===== src/rtl/icache_refill_ctrl_if.sv =====
// Bus bundle for the L1 instruction-cache refill engine.
//   master : the refill controller view (fetch miss in, lower-memory request/response, cache write out)
//   slave  : the surrounding fetch stage / memory / cache view
// Signals:
//   miss_i, missAddr_i, flush_i                 fetch-stage miss and redirect
//   memReq_o, memReqAddr_o, memReqAck_i         line request handshake to lower memory
//   memRespValid_i, memRespData_i               response beats, beat 0 first
//   wrEnable_o, wrAddr_o, instBlock_o           cache line write port
//   busy_o                                      refill in progress (fetch stall)
interface icache_refill_ctrl_if #(
  parameter int unsigned SIZE_PC     = 32,
  parameter int unsigned CACHE_WIDTH = 256,
  parameter int unsigned MEM_WIDTH   = 64
);
  logic                   miss_i;
  logic [SIZE_PC-1:0]     missAddr_i;
  logic                   flush_i;
  logic                   memReq_o;
  logic [SIZE_PC-1:0]     memReqAddr_o;
  logic                   memReqAck_i;
  logic                   memRespValid_i;
  logic [MEM_WIDTH-1:0]   memRespData_i;
  logic                   wrEnable_o;
  logic [SIZE_PC-1:0]     wrAddr_o;
  logic [CACHE_WIDTH-1:0] instBlock_o;
  logic                   busy_o;

  modport master (
    input  miss_i, missAddr_i, flush_i, memReqAck_i, memRespValid_i, memRespData_i,
    output memReq_o, memReqAddr_o, wrEnable_o, wrAddr_o, instBlock_o, busy_o
  );

  modport slave (
    output miss_i, missAddr_i, flush_i, memReqAck_i, memRespValid_i, memRespData_i,
    input  memReq_o, memReqAddr_o, wrEnable_o, wrAddr_o, instBlock_o, busy_o
  );
endinterface


===== src/rtl/icache_refill_ctrl.sv =====
// L1 instruction-cache miss/refill engine.
// Captures the line-aligned miss address, requests the line from lower memory,
// assembles MEM_WIDTH-bit beats into a CACHE_WIDTH-bit line and writes it into
// the cache with a single-cycle strobe. A fetch redirect abandons the refill;
// beats already promised by memory are drained without writing.
// Ports:
//   clk    rising-edge clock
//   reset  asynchronous, active-high reset
//   bus    icache_refill_ctrl_if.master (miss/flush in, memory request/response,
//          cache write port, busy)
module icache_refill_ctrl #(
  parameter int unsigned SIZE_PC     = 32,
  parameter int unsigned CACHE_WIDTH = 256,
  parameter int unsigned MEM_WIDTH   = 64
) (
  input  logic                 clk,
  input  logic                 reset,
  icache_refill_ctrl_if.master bus
);

  localparam int unsigned BEATS = CACHE_WIDTH / MEM_WIDTH;
  localparam int unsigned CNT_W = (BEATS > 1) ? $clog2(BEATS) : 1;
  localparam logic [CNT_W-1:0]   LAST_BEAT = CNT_W'(BEATS - 1);
  localparam logic [SIZE_PC-1:0] OFF_MASK  = SIZE_PC'(CACHE_WIDTH / 8 - 1);

  typedef enum logic [2:0] {IDLE, REQ, FILL, DRAIN, WRITE, HOLD} state_t;

  state_t                 state;
  logic [CNT_W-1:0]       beatCnt;
  logic [CACHE_WIDTH-1:0] lineBuf;
  logic [SIZE_PC-1:0]     addrReg;

  logic [SIZE_PC-1:0]     lineAddr;
  logic [CACHE_WIDTH-1:0] lineNext;
  logic                   lastBeat;

  always_comb begin
    lineAddr = bus.missAddr_i & ~OFF_MASK;
    lastBeat = (beatCnt == LAST_BEAT);
  end

  // Buffer with the current beat merged in; lets the last beat go straight to
  // instBlock_o so the write strobe appears one cycle after it.
  always_comb begin
    lineNext = lineBuf;
    for (int unsigned b = 0; b < BEATS; b++) begin
      if (beatCnt == CNT_W'(b)) begin
        lineNext[b*MEM_WIDTH +: MEM_WIDTH] = bus.memRespData_i;
      end
    end
  end

  always_ff @(posedge clk or posedge reset) begin
    if (reset) begin
      state            <= IDLE;
      beatCnt          <= '0;
      lineBuf          <= '0;
      addrReg          <= '0;
      bus.memReq_o     <= 1'b0;
      bus.memReqAddr_o <= '0;
      bus.wrEnable_o   <= 1'b0;
      bus.wrAddr_o     <= '0;
      bus.instBlock_o  <= '0;
      bus.busy_o       <= 1'b0;
    end else begin
      bus.wrEnable_o <= 1'b0;
      case (state)
        IDLE: begin
          if (bus.miss_i && !bus.flush_i) begin
            addrReg          <= lineAddr;
            bus.memReqAddr_o <= lineAddr;
            bus.memReq_o     <= 1'b1;
            bus.busy_o       <= 1'b1;
            state            <= REQ;
          end
        end
        REQ: begin
          if (bus.memReqAck_i) begin
            // An accepted request still returns beats, so a same-cycle flush drains them.
            bus.memReq_o <= 1'b0;
            beatCnt      <= '0;
            state        <= bus.flush_i ? DRAIN : FILL;
          end else if (bus.flush_i) begin
            bus.memReq_o <= 1'b0;
            bus.busy_o   <= 1'b0;
            state        <= IDLE;
          end
        end
        FILL: begin
          if (bus.memRespValid_i) begin
            lineBuf <= lineNext;
            beatCnt <= beatCnt + CNT_W'(1);
          end
          if (bus.flush_i) begin
            if (bus.memRespValid_i && lastBeat) begin
              bus.busy_o <= 1'b0;
              state      <= IDLE;
            end else begin
              state <= DRAIN;
            end
          end else if (bus.memRespValid_i && lastBeat) begin
            bus.wrEnable_o  <= 1'b1;
            bus.wrAddr_o    <= addrReg;
            bus.instBlock_o <= lineNext;
            state           <= WRITE;
          end
        end
        DRAIN: begin
          if (bus.memRespValid_i) begin
            if (lastBeat) begin
              bus.busy_o <= 1'b0;
              state      <= IDLE;
            end else begin
              beatCnt <= beatCnt + CNT_W'(1);
            end
          end
        end
        WRITE: begin
          state <= HOLD;
        end
        HOLD: begin
          bus.busy_o <= 1'b0;
          state      <= IDLE;
        end
        default: begin
          bus.memReq_o <= 1'b0;
          bus.busy_o   <= 1'b0;
          state        <= IDLE;
        end
      endcase
    end
  end

endmodule

===== src/flat_wrapper.sv =====
// flat-port wrapper written by rule: the top's interface ports become plain ports
module icache_refill_ctrl_flat 
#(
  parameter int unsigned SIZE_PC     = 32,
  parameter int unsigned CACHE_WIDTH = 256,
  parameter int unsigned MEM_WIDTH   = 64
)
  (clk, reset, bus_miss_i, bus_missAddr_i, bus_flush_i, bus_memReqAck_i, bus_memRespValid_i, bus_memRespData_i, bus_memReq_o, bus_memReqAddr_o, bus_wrEnable_o, bus_wrAddr_o, bus_instBlock_o, bus_busy_o);
  icache_refill_ctrl_if #(.SIZE_PC(SIZE_PC), .CACHE_WIDTH(CACHE_WIDTH), .MEM_WIDTH(MEM_WIDTH)) bus_i ();
  input  logic clk;
  input  logic reset;
  input wire logic [$bits(bus_i.miss_i)-1:0] bus_miss_i;
  input wire logic [$bits(bus_i.missAddr_i)-1:0] bus_missAddr_i;
  input wire logic [$bits(bus_i.flush_i)-1:0] bus_flush_i;
  input wire logic [$bits(bus_i.memReqAck_i)-1:0] bus_memReqAck_i;
  input wire logic [$bits(bus_i.memRespValid_i)-1:0] bus_memRespValid_i;
  input wire logic [$bits(bus_i.memRespData_i)-1:0] bus_memRespData_i;
  output wire logic [$bits(bus_i.memReq_o)-1:0] bus_memReq_o;
  output wire logic [$bits(bus_i.memReqAddr_o)-1:0] bus_memReqAddr_o;
  output wire logic [$bits(bus_i.wrEnable_o)-1:0] bus_wrEnable_o;
  output wire logic [$bits(bus_i.wrAddr_o)-1:0] bus_wrAddr_o;
  output wire logic [$bits(bus_i.instBlock_o)-1:0] bus_instBlock_o;
  output wire logic [$bits(bus_i.busy_o)-1:0] bus_busy_o;
  assign bus_i.miss_i = bus_miss_i;
  assign bus_i.missAddr_i = bus_missAddr_i;
  assign bus_i.flush_i = bus_flush_i;
  assign bus_i.memReqAck_i = bus_memReqAck_i;
  assign bus_i.memRespValid_i = bus_memRespValid_i;
  assign bus_i.memRespData_i = bus_memRespData_i;
  assign bus_memReq_o = bus_i.memReq_o;
  assign bus_memReqAddr_o = bus_i.memReqAddr_o;
  assign bus_wrEnable_o = bus_i.wrEnable_o;
  assign bus_wrAddr_o = bus_i.wrAddr_o;
  assign bus_instBlock_o = bus_i.instBlock_o;
  assign bus_busy_o = bus_i.busy_o;
  icache_refill_ctrl #(.SIZE_PC(SIZE_PC), .CACHE_WIDTH(CACHE_WIDTH), .MEM_WIDTH(MEM_WIDTH)) u_core (.clk(clk), .reset(reset), .bus(bus_i));
endmodule

===== config.mk =====
export PLATFORM = sky130hd
export DESIGN_NAME = icache_refill_ctrl_flat
export DESIGN_NICKNAME = d
export VERILOG_FILES = /design/src/rtl/icache_refill_ctrl_if.sv /design/src/rtl/icache_refill_ctrl.sv /design/src/flat_wrapper.sv
export SDC_FILE = /design/constraint.sdc
export NUM_CORES = 1
export LEC_CHECK = 0
export ABC_CLOCK_PERIOD_IN_PS = 19850
export BUFFER_PORTS_ARGS = -buffer_cell sky130_fd_sc_hd__buf_2
export CAP_MARGIN = 20
export CORE_MARGIN = 2
export CORE_UTILIZATION = 55
export DETAILED_ROUTE_END_ITERATION = 7
export PLACE_DENSITY = 0.8
export REMOVE_ABC_BUFFERS = 1
export SLEW_MARGIN = 20
export SYNTH_ARGS = -nofsm -noshare
export SYNTH_HDL_FRONTEND = slang
export SYNTH_SLANG_ARGS = --single-unit
export TNS_END_PERCENT = 20

===== constraint.sdc =====
create_clock -name clk -period 19.85 [get_ports clk]
set_clock_uncertainty 0.05 [all_clocks]
set_input_delay 1.985 -clock clk [delete_from_list [all_inputs] [get_ports clk]]
set_output_delay 1.985 -clock clk [all_outputs]
set_load 0.05 [all_outputs]

Yosys cells after proc, flatten, opt, wreduce, memory -nomap -nowiden
Cells that the tools add are included.

storage, ports and cells
  bits of input ports = 102
  word-level logic and storage cells = 79
  output and inout port bits = 323
  register bits after elaboration = 574

cells by class
  eq/ne operators = 20
  add/sub/neg operators = 1
  bitwise logic cells = 3
  multiplexer cells = 32
  reductions and logical operators = 14

operators with widths
  operator                                               count
  two-way mux 64 bit                                     4
  two-way mux 3 bit                                      7
  one-hot mux 3 bit (5 select lines)                     1
  inequality test 2 bit, second input constant           7
  two-way mux 1 bit                                      12
  two-way mux 2 bit                                      5
  AND reduction 5 bit                                    2
  AND reduction 8 bit                                    1
  equality test 3 x 2 -> 1 bit, second input constant    2
  equality test 3 bit, second input constant             2
  inequality test 2 x 1 -> 1 bit, second input constant  3
  one-hot mux 2 bit (3 select lines)                     1
  AND reduction 3 bit                                    2
  one-hot mux 1 bit (5 select lines)                     1
  equality test 2 bit, second input constant             2
  AND reduction 2 bit                                    2
  OR reduction 4 bit                                     1
  equality test 3 x 1 -> 1 bit, second input constant    1
  logical NOT 3 bit                                      1
  inequality test 3 x 2 -> 1 bit, second input constant  1
  inequality test 3 bit, second input constant           1
  inverter 1 bit                                         3
  one-hot mux 1 bit (3 select lines)                     1
  nonzero test 3 bit                                     1
  other kinds (5)                                        6

Logic depth before layout (Yosys ltp)
  depth in word-level cells = 5
  gate-level depth with buffers = 10
  mapped depth without buffers = 5

Least setup slack after synthesis
Ideal clock, no wire load.

  kind = in2reg
  start point = in bus_flush_i
  end point = reg u_core.bus.instBlock_o[192]
  stages on the path = 6
  library setup time = 0.125 ns
  required time = 19.675 ns
  buffers on the path = 4
  slack = 16.544 ns
  arrival time = 3.131 ns
  cell sequence = clkbuf_1 nand3b_4 buf_6 buf_6 buf_6 mux2_4

between the ends
  word-level cells in the longest chain between the ends = 2

ends and longest elaborated chain
  element                               line                         source
  from (decl)                           flat_wrapper.sv:14           input wire logic [$bits(bus_i.flush_i)-1:0] bus_flush_i;
  inverter 1 bit (no source line)       n/a
  AND reduction 3 bit (no source line)  n/a
  to (signal assigned)                  icache_refill_ctrl.sv:104    bus.instBlock_o <= lineNext;
  to (decl)                             icache_refill_ctrl_if.sv:30  output memReq_o, memReqAddr_o, wrEnable_o, wrAddr_o, instBlock_o, busy_o

Every way passes these cells.
A chain may end at the register's enable or synchronous reset.

Worst setup path in the final report
  start point = in bus_memRespValid_i
  end point = reg u_core.bus.instBlock_o[227]

between the ends
  word-level cells in the longest chain between the ends = 2

ends and longest elaborated chain
  element                               line                       source
  from (decl)                           flat_wrapper.sv:16         input wire logic [$bits(bus_i.memRespValid_i)-1:0] bus_memRespValid_i;
  logical AND 1 bit                     icache_refill_ctrl.sv:101  end else if (bus.memRespValid_i && lastBeat) begin
  AND reduction 3 bit (no source line)  n/a

Every way passes these cells.

==> metrics <==
result of the run finished clean; top cell type's share of synthesized area slightly above 60%; total wirelength of the detailed-routed design 47,200 um; Ports 425; Slew @ Worst Pin roughly 0.96 ns; setup repair after global routing missed its margin false; hold buffers post-CTS 0; final weighted congestion in routability-driven placement 0.771; required time of the worst setup path just over 20 ns; library cell with the highest instance count after synthesis dfrtp_1; category of the critical setup timing path input port to flip-flop; vertical extent of the die approximately 200 um; share of the yosys chip area belonging to registers approximately three fifths; HPWL after detailed placement roughly 29,000 um; EDFF count, synth 0; synthesized netlist cell count between 1,500 and 2,000; Final ANT Viol Nets 0; die width about 200 um; detailed-route wire length per cell around 19 um; total clock buffers created by CTS 52; max-cap violation count 0; arrival time worst endpoint 5.23 ns; final setup vio count 0; largest buffer count on any clock path 3; Async S/R FF share, synth 100%; cell types with the largest area share after synthesis dfrtp_1 (61%), mux2_2 (15%), mux2i_1 (9.3%); detailed router's first-iteration violation count ~530; Final Max Tran Viols 0; clock-pin slew reported for the worst setup and hold paths after clock tree synthesis 0.06 ns; relative area change from synthesis to final layout 19.6%; Seq cells post-synth 510; sum of negative setup slack 0 ns; Most used DFF post-synth dfrtp_1; Avg Synthesized Cell Area around 13 um^2; pin count of the biggest net entering global routing roughly 230; maximum fanout count along the critical path 98; Distinct cells, synth 34; Core Region 37,600 um^2; Initial Utilization 55.7%; leakage approximately 13 nW; Slew Limit Headroom between 30% and 40%; number of input and output port buffers inserted around 400; cell taking the most area after synthesis dfrtp_1; fin nets roughly 2,000; CTS tree done; post-layout min period 4.82 ns; kind of end point of the critical path flip-flop; TritonRoute pass-1 iters 5; detailed-route via count around 13,000; Final Hold Viols 0; initial antenna violation count 0; buffer type at the clock tree root clkbuf_16; H-tree depth 2; routed via count divided by cell count between 5 and 6; total congestion overflow 0; synthesized area between 20,000 and 25,000 um^2; ratio of cells with drive above 1 in the final layout between 40% and 50%; Peak supply drop 138 uV; Setup crit start kind input port; worst hold margin 0.422 ns; Hold Path Class flip-flop to flip-flop; post-cts resize count 0; Layout fillers about 2,700; post-CTS setup repair buffer count 0; Final period util about a quarter; highest attainable clock frequency ~210 MHz; power density relative to cell area approximately 160 nW/um^2; aggregate global-route resource usage between 20% and 30%; via count of the first global-routing pass between 10,000 and 15,000; top cell types by occurrence after synthesis dfrtp_1 (510), mux2_2 (279), nand2_1 (201), o21ai_0 (196), mux2i_1 (194); Antenna Cells 0; yosys warns 0; total number of clock tree sinks 510; Std-Cell Rows 71; worst-skew pair later-pin latency roughly 0.58 ns; number of remaining DRC errors 0; global-route wire length before repair approximately 74,000 um; area of the die between 30,000 and 40,000 um^2
per-stage QoR:
stage	total power, mW	cell area [um^2]	utilization [%]	std cells	setup WS [ns]
6_report	4.01	25000	66.6	2487	15.03
5_1_grt	4.20	25000	66.6	2487	14.73
4_1_cts	4.04	25000	66.4	2486	14.79
3_5_place_dp	3.04	23200	61.8	2391	14.16
3_3_place_gp	2.98	23200	61.8	2391	14.18
2_1_floorplan	2.70	20400	-	1460	3.57
cells by family (layout without fill, tap and decap cells):
family          after synthesis  in the layout  synth area share (%)
buf+inv                     114            522                  2.87
flops                       510            510                  61.0
other cells                   1             10                0.0179
fa+ha+maj                     6              6                 0.359
mux                         504            504                  26.5
simple gates                216            216                  4.12
compound gates              208            208                  5.10
worst max-delay path: stages:
cell and delay [ns]:
buf_2 0.12, and4bb_1 0.40, nand3b_4 0.49, buf_12 0.31, buf_4 0.56, buf_4 0.83
mux2_2 0.42
layout by cell type (no fill, tap or decap), drive strengths merged, types with 2 or more instances in the layout:
cell / count
conb: 10
clkinv: 8
ha: 6
nor2: 2
nand3: 2
buf: 421
a21oi: 5
inv: 7
mux2: 310
nand2: 202
dfrtp: 510
nand2b: 2
bufinv: 2
mux2i: 194
o21ai: 196
clkbuf: 84
flip-flops by register name (all words and copies together), names as in the netlist:
register / count
u_core.bus.instBlock_o: 256
u_core.lineBuf: 192
u_core.addrReg: 27
u_core.bus.wrAddr_o: 27
u_core.state: 3
u_core.beatCnt: 2
u_core.bus.busy_o: 1
u_core.bus.memReq_o: 1
u_core.bus.wrEnable_o: 1
area by class of cell:
| cell class | count | area, um^2 | share of cell area (%) |
|---|---|---|---|
| Clock buffer | 84 | 1620 | 6.49 |
| Sequential cell | 510 | 12800 | 51.0 |
| Inverter | 6 | 30.0 | 0.120 |
| Multi-Input combinational cell | 944 | 7670 | 30.7 |
| Tap cell | 511 | 639 | 2.56 |
| Clock inverter | 11 | 109 | 0.435 |
| Timing Repair Buffer | 421 | 2170 | 8.69 |
layer usage:
metal	vias to the layer above	global-route usage, %	part of all wire, %
met2	383	40.4	50
met3	82	6.95	7.1
met5	-	0	0
met4	0	7.82	2.7
met1	6747	29.8	41
li1	6191	-	-
report_power, final:
part	internal (mW)	switching (mW)	total, mW
Sequential	1.37	0.182	1.55
Combinational	0.529	0.948	1.48
Clock	0.582	0.394	0.976
path summary, 6_finish.rpt:
path,startpoint,slack (ns),cells after the start,endpoint
hold / removal,u_core.bus.instBlock_o[17]$_DFFE_PP0P_,0.42,2,u_core.bus.instBlock_o[17]$_DFFE_PP0P_
hold reg to reg,u_core.bus.instBlock_o[17]$_DFFE_PP0P_,0.42,2,u_core.bus.instBlock_o[17]$_DFFE_PP0P_
max in group asynchronous,reset,15.30,5,u_core.bus.instBlock_o[180]$_DFFE_PP0P_
setup reg to reg,u_core.state[0]$_DFFE_PP0P_,15.90,6,u_core.bus.instBlock_o[227]$_DFFE_PP0P_
setup / recovery,bus_memRespValid_i,15.03,7,u_core.bus.instBlock_o[227]$_DFFE_PP0P_
min in group asynchronous,reset,1.53,2,u_core.addrReg[20]$_DFFE_PP0P_
(Power assumes the default switching activity.)
